**src/rtl/dm_port_arbiter.sv**
```systemverilog
// Single-port data memory arbiter between the CPU MEM stage and an external loader/debug port.
// The CPU has fixed priority; EXT is forced through after STARVE_LIMIT consecutive denials.
module dm_port_arbiter #(
  parameter int unsigned ADDR_W       = 16,
  parameter int unsigned DATA_W       = 32,
  parameter int unsigned STARVE_LIMIT = 4
) (
  input  logic              clk,
  input  logic              rst,
  input  logic              cpu_rd,
  input  logic              cpu_wr,
  input  logic [ADDR_W-1:0] cpu_addr,
  input  logic [DATA_W-1:0] cpu_wdata,
  output logic              cpu_stall,
  output logic [DATA_W-1:0] cpu_rdata,
  input  logic              ext_req,
  input  logic              ext_we,
  input  logic [ADDR_W-1:0] ext_addr,
  input  logic [DATA_W-1:0] ext_wdata,
  output logic              ext_gnt,
  output logic              ext_rvalid,
  output logic [DATA_W-1:0] ext_rdata,
  output logic              dm_read,
  output logic              dm_write,
  output logic [ADDR_W-1:0] dm_addr,
  output logic [DATA_W-1:0] dm_in,
  input  logic [DATA_W-1:0] dm_out
);

  localparam int unsigned CntW = 4;
  localparam logic [CntW-1:0] CntMax  = CntW'(STARVE_LIMIT);
  localparam logic [CntW-1:0] CntLast = CntW'(STARVE_LIMIT - 1);

  typedef enum logic {StCpuPri, StExtForce} state_e;
  typedef enum logic [1:0] {OwnNone, OwnCpu, OwnExt} owner_e;

  state_e            state_q, state_d;
  owner_e            rd_owner_q, rd_owner_d;
  logic [CntW-1:0]   wait_cnt_q, wait_cnt_d;
  logic [DATA_W-1:0] ext_rdata_q;

  logic cpu_req;
  logic cpu_win;
  logic ext_win;

  // Grant decision; everything is forced idle while reset is asserted.
  always_comb begin
    cpu_req = cpu_rd | cpu_wr;
    cpu_win = 1'b0;
    ext_win = 1'b0;
    if (!rst) begin
      if (state_q == StExtForce) begin
        ext_win = ext_req;
      end else if (cpu_req) begin
        cpu_win = 1'b1;
      end else begin
        ext_win = ext_req;
      end
    end
  end

  always_comb begin
    cpu_stall = ~rst & cpu_req & ~cpu_win;
    ext_gnt   = ext_win;
    dm_read   = 1'b0;
    dm_write  = 1'b0;
    dm_addr   = '0;
    dm_in     = '0;
    if (cpu_win) begin
      // A simultaneous read and write request resolves to the write.
      dm_write = cpu_wr;
      dm_read  = ~cpu_wr;
      dm_addr  = cpu_addr;
      dm_in    = cpu_wdata;
    end else if (ext_win) begin
      dm_write = ext_we;
      dm_read  = ~ext_we;
      dm_addr  = ext_addr;
      dm_in    = ext_wdata;
    end
  end

  always_comb begin
    state_d    = state_q;
    wait_cnt_d = wait_cnt_q;
    if (ext_win || !ext_req) begin
      wait_cnt_d = '0;
    end else if (wait_cnt_q < CntMax) begin
      wait_cnt_d = wait_cnt_q + 1'b1;
    end
    if (state_q == StExtForce) begin
      state_d    = StCpuPri;
      wait_cnt_d = '0;
    end else if (ext_req && !ext_win && (wait_cnt_q == CntLast)) begin
      state_d = StExtForce;
    end

    if (cpu_win && !cpu_wr) begin
      rd_owner_d = OwnCpu;
    end else if (ext_win && !ext_we) begin
      rd_owner_d = OwnExt;
    end else begin
      rd_owner_d = OwnNone;
    end
  end

  // A return still in flight when reset hits is dropped rather than delivered.
  always_comb begin
    ext_rvalid = ~rst & (rd_owner_q == OwnExt);
    cpu_rdata  = (~rst && (rd_owner_q == OwnCpu)) ? dm_out : '0;
    ext_rdata  = ext_rvalid ? dm_out : ext_rdata_q;
  end

  always_ff @(posedge clk) begin
    if (rst) begin
      state_q     <= StCpuPri;
      wait_cnt_q  <= '0;
      rd_owner_q  <= OwnNone;
      ext_rdata_q <= '0;
    end else begin
      state_q    <= state_d;
      wait_cnt_q <= wait_cnt_d;
      rd_owner_q <= rd_owner_d;
      if (ext_rvalid) begin
        ext_rdata_q <= dm_out;
      end
    end
  end

endmodule

```
**config.mk**
```make
export PLATFORM = sky130hd
export DESIGN_NAME = dm_port_arbiter
export DESIGN_NICKNAME = d
export VERILOG_FILES = /design/src/rtl/dm_port_arbiter.sv
export SDC_FILE = /design/constraint.sdc
export NUM_CORES = 1
export LEC_CHECK = 0
export CAP_MARGIN = 5
export CORE_AREA = 2 2 98 100
export CTS_CLUSTER_SIZE = 16
export DETAILED_ROUTE_END_ITERATION = 12
export DIE_AREA = 0 0 100 102
export GPL_ROUTABILITY_DRIVEN = 0
export PLACE_DENSITY = 0.76
export SETUP_SLACK_MARGIN = 0.05
export SYNTH_ARGS = -nofsm -noshare
export SYNTH_HDL_FRONTEND = slang
export SYNTH_SLANG_ARGS = --single-unit
```
**constraint.sdc**
```tcl
create_clock -name clk -period 1.77 [get_ports clk]
set_input_delay 0.354 -clock clk [delete_from_list [all_inputs] [get_ports clk]]
set_output_delay 0.354 -clock clk [all_outputs]
set_load 0.005 [all_outputs]
```
# == After elaboration in Yosys (flattened, before gate mapping) ==
# Index checks and enable logic that the tools add are counted.
# classes
addsub,1
n_lt_le_gt_ge,1
n_eq_ne,3
mux,19
bitwise_logic,8
reduce_logical,13
# ops
op,count
32-bit two-way mux,4
16-bit two-way mux,2
1-bit two-way mux,12
1-bit logical AND,5
"4-bit by 1-bit adder with 4-bit output, second input constant",1
"4-bit by 2-bit equality test with 1-bit output, second input constant",1
1-bit logical NOT,4
"4-bit by 3-bit less-than comparator with 1-bit output, second input constant",1
1-bit NOT,4
2-bit OR reduction,2
1-bit AND,3
3-bit OR reduction,1
"2-bit by 1-bit equality test with 1-bit output, second input constant",1
"2-bit equality test, second input constant",1
2-bit two-way mux,1
1-bit logical OR,1
1-bit bitwise OR,1
# totals
ff_bits,39
output_inout_bits,117
word_cells,50

# == Logic depth before layout (Yosys ltp) ==
# logic_depth
depth_word,8
ltp_mapped,6

# == Worst setup path before layout ==
# Ideal clock, no wire load.
# synth_path
kind,input to output
from,input cpu_rd
to,output dm_in[14]
arrival_ns,1.230
slack_ns,0.186
path_stages,6
cell_sequence,nor2_1 > o21ai_2 > inv_2 > buf_4 > buf_4 > a22o_1
# synth_between
elab_chain_cells,6
elab_cells_between_ends,9
classes_between,8 x mux; 1 x bitwise
# synth_lines
element,line_no,source
start: declaration,10,"input logic cpu_rd,"
1-bit bitwise OR *,48,cpu_req = cpu_rd | cpu_wr;
1-bit two-way mux,54,end else if (cpu_req) begin
1-bit two-way mux,52,if (state_q == StExtForce) begin
1-bit two-way mux,51,if (!rst) begin
32-bit two-way mux,75,end else if (ext_win) begin
32-bit two-way mux *,69,if (cpu_win) begin
end: declaration,26,"output logic [DATA_W-1:0] dm_in,"
# Every way passes the cells marked *; elsewhere a longest branch is shown, timed or not.

# == Worst setup path after layout ==
# layout_path
from,register rd_owner_q[0]
to,output ext_rdata[0]
# layout_between
elab_chain_cells,3
# layout_lines
element,line_no,source
start: declaration,38,"owner_e rd_owner_q, rd_owner_d;"
start signal: assignment,118,rd_owner_q <= OwnNone;
start signal: assignment,123,rd_owner_q <= rd_owner_d;
2-bit equality test,109,ext_rvalid = ~rst & (rd_owner_q == OwnExt);
1-bit AND,109,
32-bit two-way mux,n/a,
end: declaration,22,"output logic [DATA_W-1:0] ext_rdata,"
# No other way between the ends.

==> flow_summary.yaml <==
run_status:
  status: "complete, but fails checks"
  violations: "negative setup slack"
sta:
  finalSetupViolations: 112
  layout_setup_ws_ns: -0.1822
  maxSlewHeadroom_pct: 76.14
  fin_worst_skew_ns: 0.01010
  finalCritPeriodShare_pct: 110.3
  whs_ns: 0.3322
  period_minus_slack_ns: 1.952
  finalHoldViolCount: 0
  rsz0062_at_grt: "true"
  timing.fmax_mhz: 512.2
  drv_slew: 0
  tightestPinTransition_ns: 0.3580
global_routing:
  grt_pass1_vias: 3675
  grt_usage_pct: 24.54
  grt_first_pass_wirelength_um: 19310
  grt_overflow_total: 0
  antenna_found_initial: 0
  grt_max_degree: 33
floorplanning:
  pin_count: 251
  die_w_um: 100
  rows: 35
  die-area_um2: 10200
  die_h_um: 102
  core_area_um2: 9109
  start_util_pct: 27.43
finish:
  n_fill_cell: 708
  fin_nets: 729
  layout-drive-gt1-share_pct: 44.54
  final_common_cell: "clkdlybuf4s50_1"
  antenna_cells: 0
  area_growth_pct: 145.6
  final_cell_mix: "clkdlybuf4s50_1, buf_6, nand2_1"
  fin_area_um2: 6136
synthesis:
  avgSynthCellArea_um2: 8.274
  synth_top_area_share_pct: 31.25
  synth_cell_types: 26
  synth_area_um2: 2499
  ys_ff_latch: 39
  syn-num-nets: 437
  synthTopCellsByArea: "dfxtp_1, a22o_1, mux2_2"
  ys_seq_area_share_pct: 31.25
  synth.largest_area_cell: "dfxtp_1"
  synth_cells: 302
  ys_warn_count: 0
setup_path:
  critPathKind: "reg -> out"
  cp_max_fo: 7
  required_ns: 1.42
  ff2ff_path_depth: 5
  cp-end-kind: "output pin"
  critPathLaunchType: "flip-flop"
  cp.arrival_ns: 1.60
clock_tree:
  cts_buffer_depth: 2
  cts_sinks: 39
  h-tree-depth: 2
  cts_tree: "done"
  path_clk_slew_ns: 0.08
  cts_buffers: 5
  clk_latency_ns: 0.29
  root_buffer: "clkbuf_8"
power:
  p_per_area_nw_per_um2: 415.8
  ir_drop_mv: 0.3034
  p_leak_nw: 2.685
route:
  via_per_inst: 4.984
  post_drt_wl_per_cell_um: 18.97
  routed_wirelength_um: 13390
  vias: 3519
  firstDrtPassIters: 4
  final_antenna_net_count: 0
  drc: 0
  drt_iter0_drc: 81
flow_run:
  cap_violations: 0
placed_design:
  post-dp-hpwl_um: 9218
  post_dp_cell_area_um2: 5251
  io_buffers: 250
  place_ws_ns: -0.7806
min_path:
  whs_path_depth: 3
  min_path_type: "in -> reg"
-- per-stage QoR --
stage	power (mW)	std cells	util, %	setup TNS, ns
final	2.551	706	67.36	-13.89
after global routing	2.664	706	67.36	-20.46
after CTS	2.548	707	66.17	-17.52
after detailed placement	1.696	656	57.65	-56.66
after global placement	1.687	656	57.65	-52.78
after floorplan	1.108	302	-	0
-- sequential cells by signal, indices dropped and copies added (netlist names) --
| name | cells |
|---|---|
| ext_rdata_q | 32 |
| rd_owner_q | 2 |
| wait_cnt_q | 4 |
| state_q | 1 |
-- cells in the mapped netlist --
cell       n
clkbuf_1  12
nand2_1   64
nor2b_1    2
nor2_4     1
a22o_1    48
nor3b_1    3
inv_1      1
buf_2     11
o22ai_1    1
xor2_1     1
or3_1      1
o21ai_2    1
buf_4      5
mux2_2    33
ha_1       1
nand2b_1   1
nor3b_2    1
and2_1    32
nor3_4     1
and4_1     1
inv_2      1
a31o_2     1
nor2_1     4
and3_1     3
dfxtp_1   39
a21oi_1   33
-- power by group --
group | switching [mW] | internal (mW) | leakage, nW
clock | 0.315 | 0.420 | 0.0581
sequential | 0.00675 | 0.887 | 0.317
combinational | 0.304 | 0.618 | 2.31
-- worst paths after layout --
path / start / end / slack [ns]
hold reg to reg: ext_rdata_q[20] / ext_rdata_q[20] / 0.46
setup reg to reg: state_q / wait_cnt_q[2] / 0.44
hold / removal: cpu_wr / rd_owner_q[0] / 0.33
setup / recovery: rd_owner_q[0] / ext_rdata[0] / -0.18
-- layer usage --
| layer | vias to the layer above | wire length (um) | global-route usage, % |
|---|---|---|---|
| met5 | - | 0 | 0 |
| met4 | 0 | 604 | 9.905 |
| met3 | 44 | 1012 | 6.019 |
| met2 | 182 | 7236 | 47.40 |
| met1 | 1645 | 4541 | 25.42 |
| li1 | 1648 | - | - |
-- cells by family after synthesis --
| logic type | Yosys count | synth area share [%] |
|---|---|---|
| muxes | 33 | 14.87 |
| buffers and inverters | 30 | 5.808 |
| adders and majority gates | 1 | 0.5007 |
| xor gates and xnor gates | 1 | 0.3506 |
| and+or+nand+nor | 114 | 22.83 |
| DFF | 39 | 31.25 |
| AOI/OAI and AO/OA | 84 | 24.39 |
-- cell type report --
class | instances | area, um^2 | share of cell area (%)
Timing Repair Buffer | 313 | 3271 | 53.30
Multi-Input combinational cell | 233 | 1819 | 29.65
Sequential cell | 39 | 787.0 | 12.83
Tap cell | 111 | 138.9 | 2.263
Clock buffer | 5 | 68.82 | 1.122
Clock inverter | 3 | 43.79 | 0.7137
Inverter | 2 | 7.507 | 0.1223
-- repair_timing --
| action | CTS | global route |
|---|---|---|
| hold buffers | 0 | 0 |
| resized for setup | 601 | 43 |
| gates cloned | 11 | 1 |
| endpoints found under the setup margin | 117 | 116 |
| buffers inserted | 33 | 5 |
| hold endpoints to repair | 0 | 0 |
| pin swaps | 32 | 16 |
-- critical path, stage by stage (launching register included) --
cell      delay [ns]
dfxtp_2         0.33
nand2b_4        0.14
nor2_4          0.14
buf_12          0.14
buf_12          0.12
mux2_4          0.31
buf_6           0.12
Note: power is estimated with default switching activity, not from simulation.
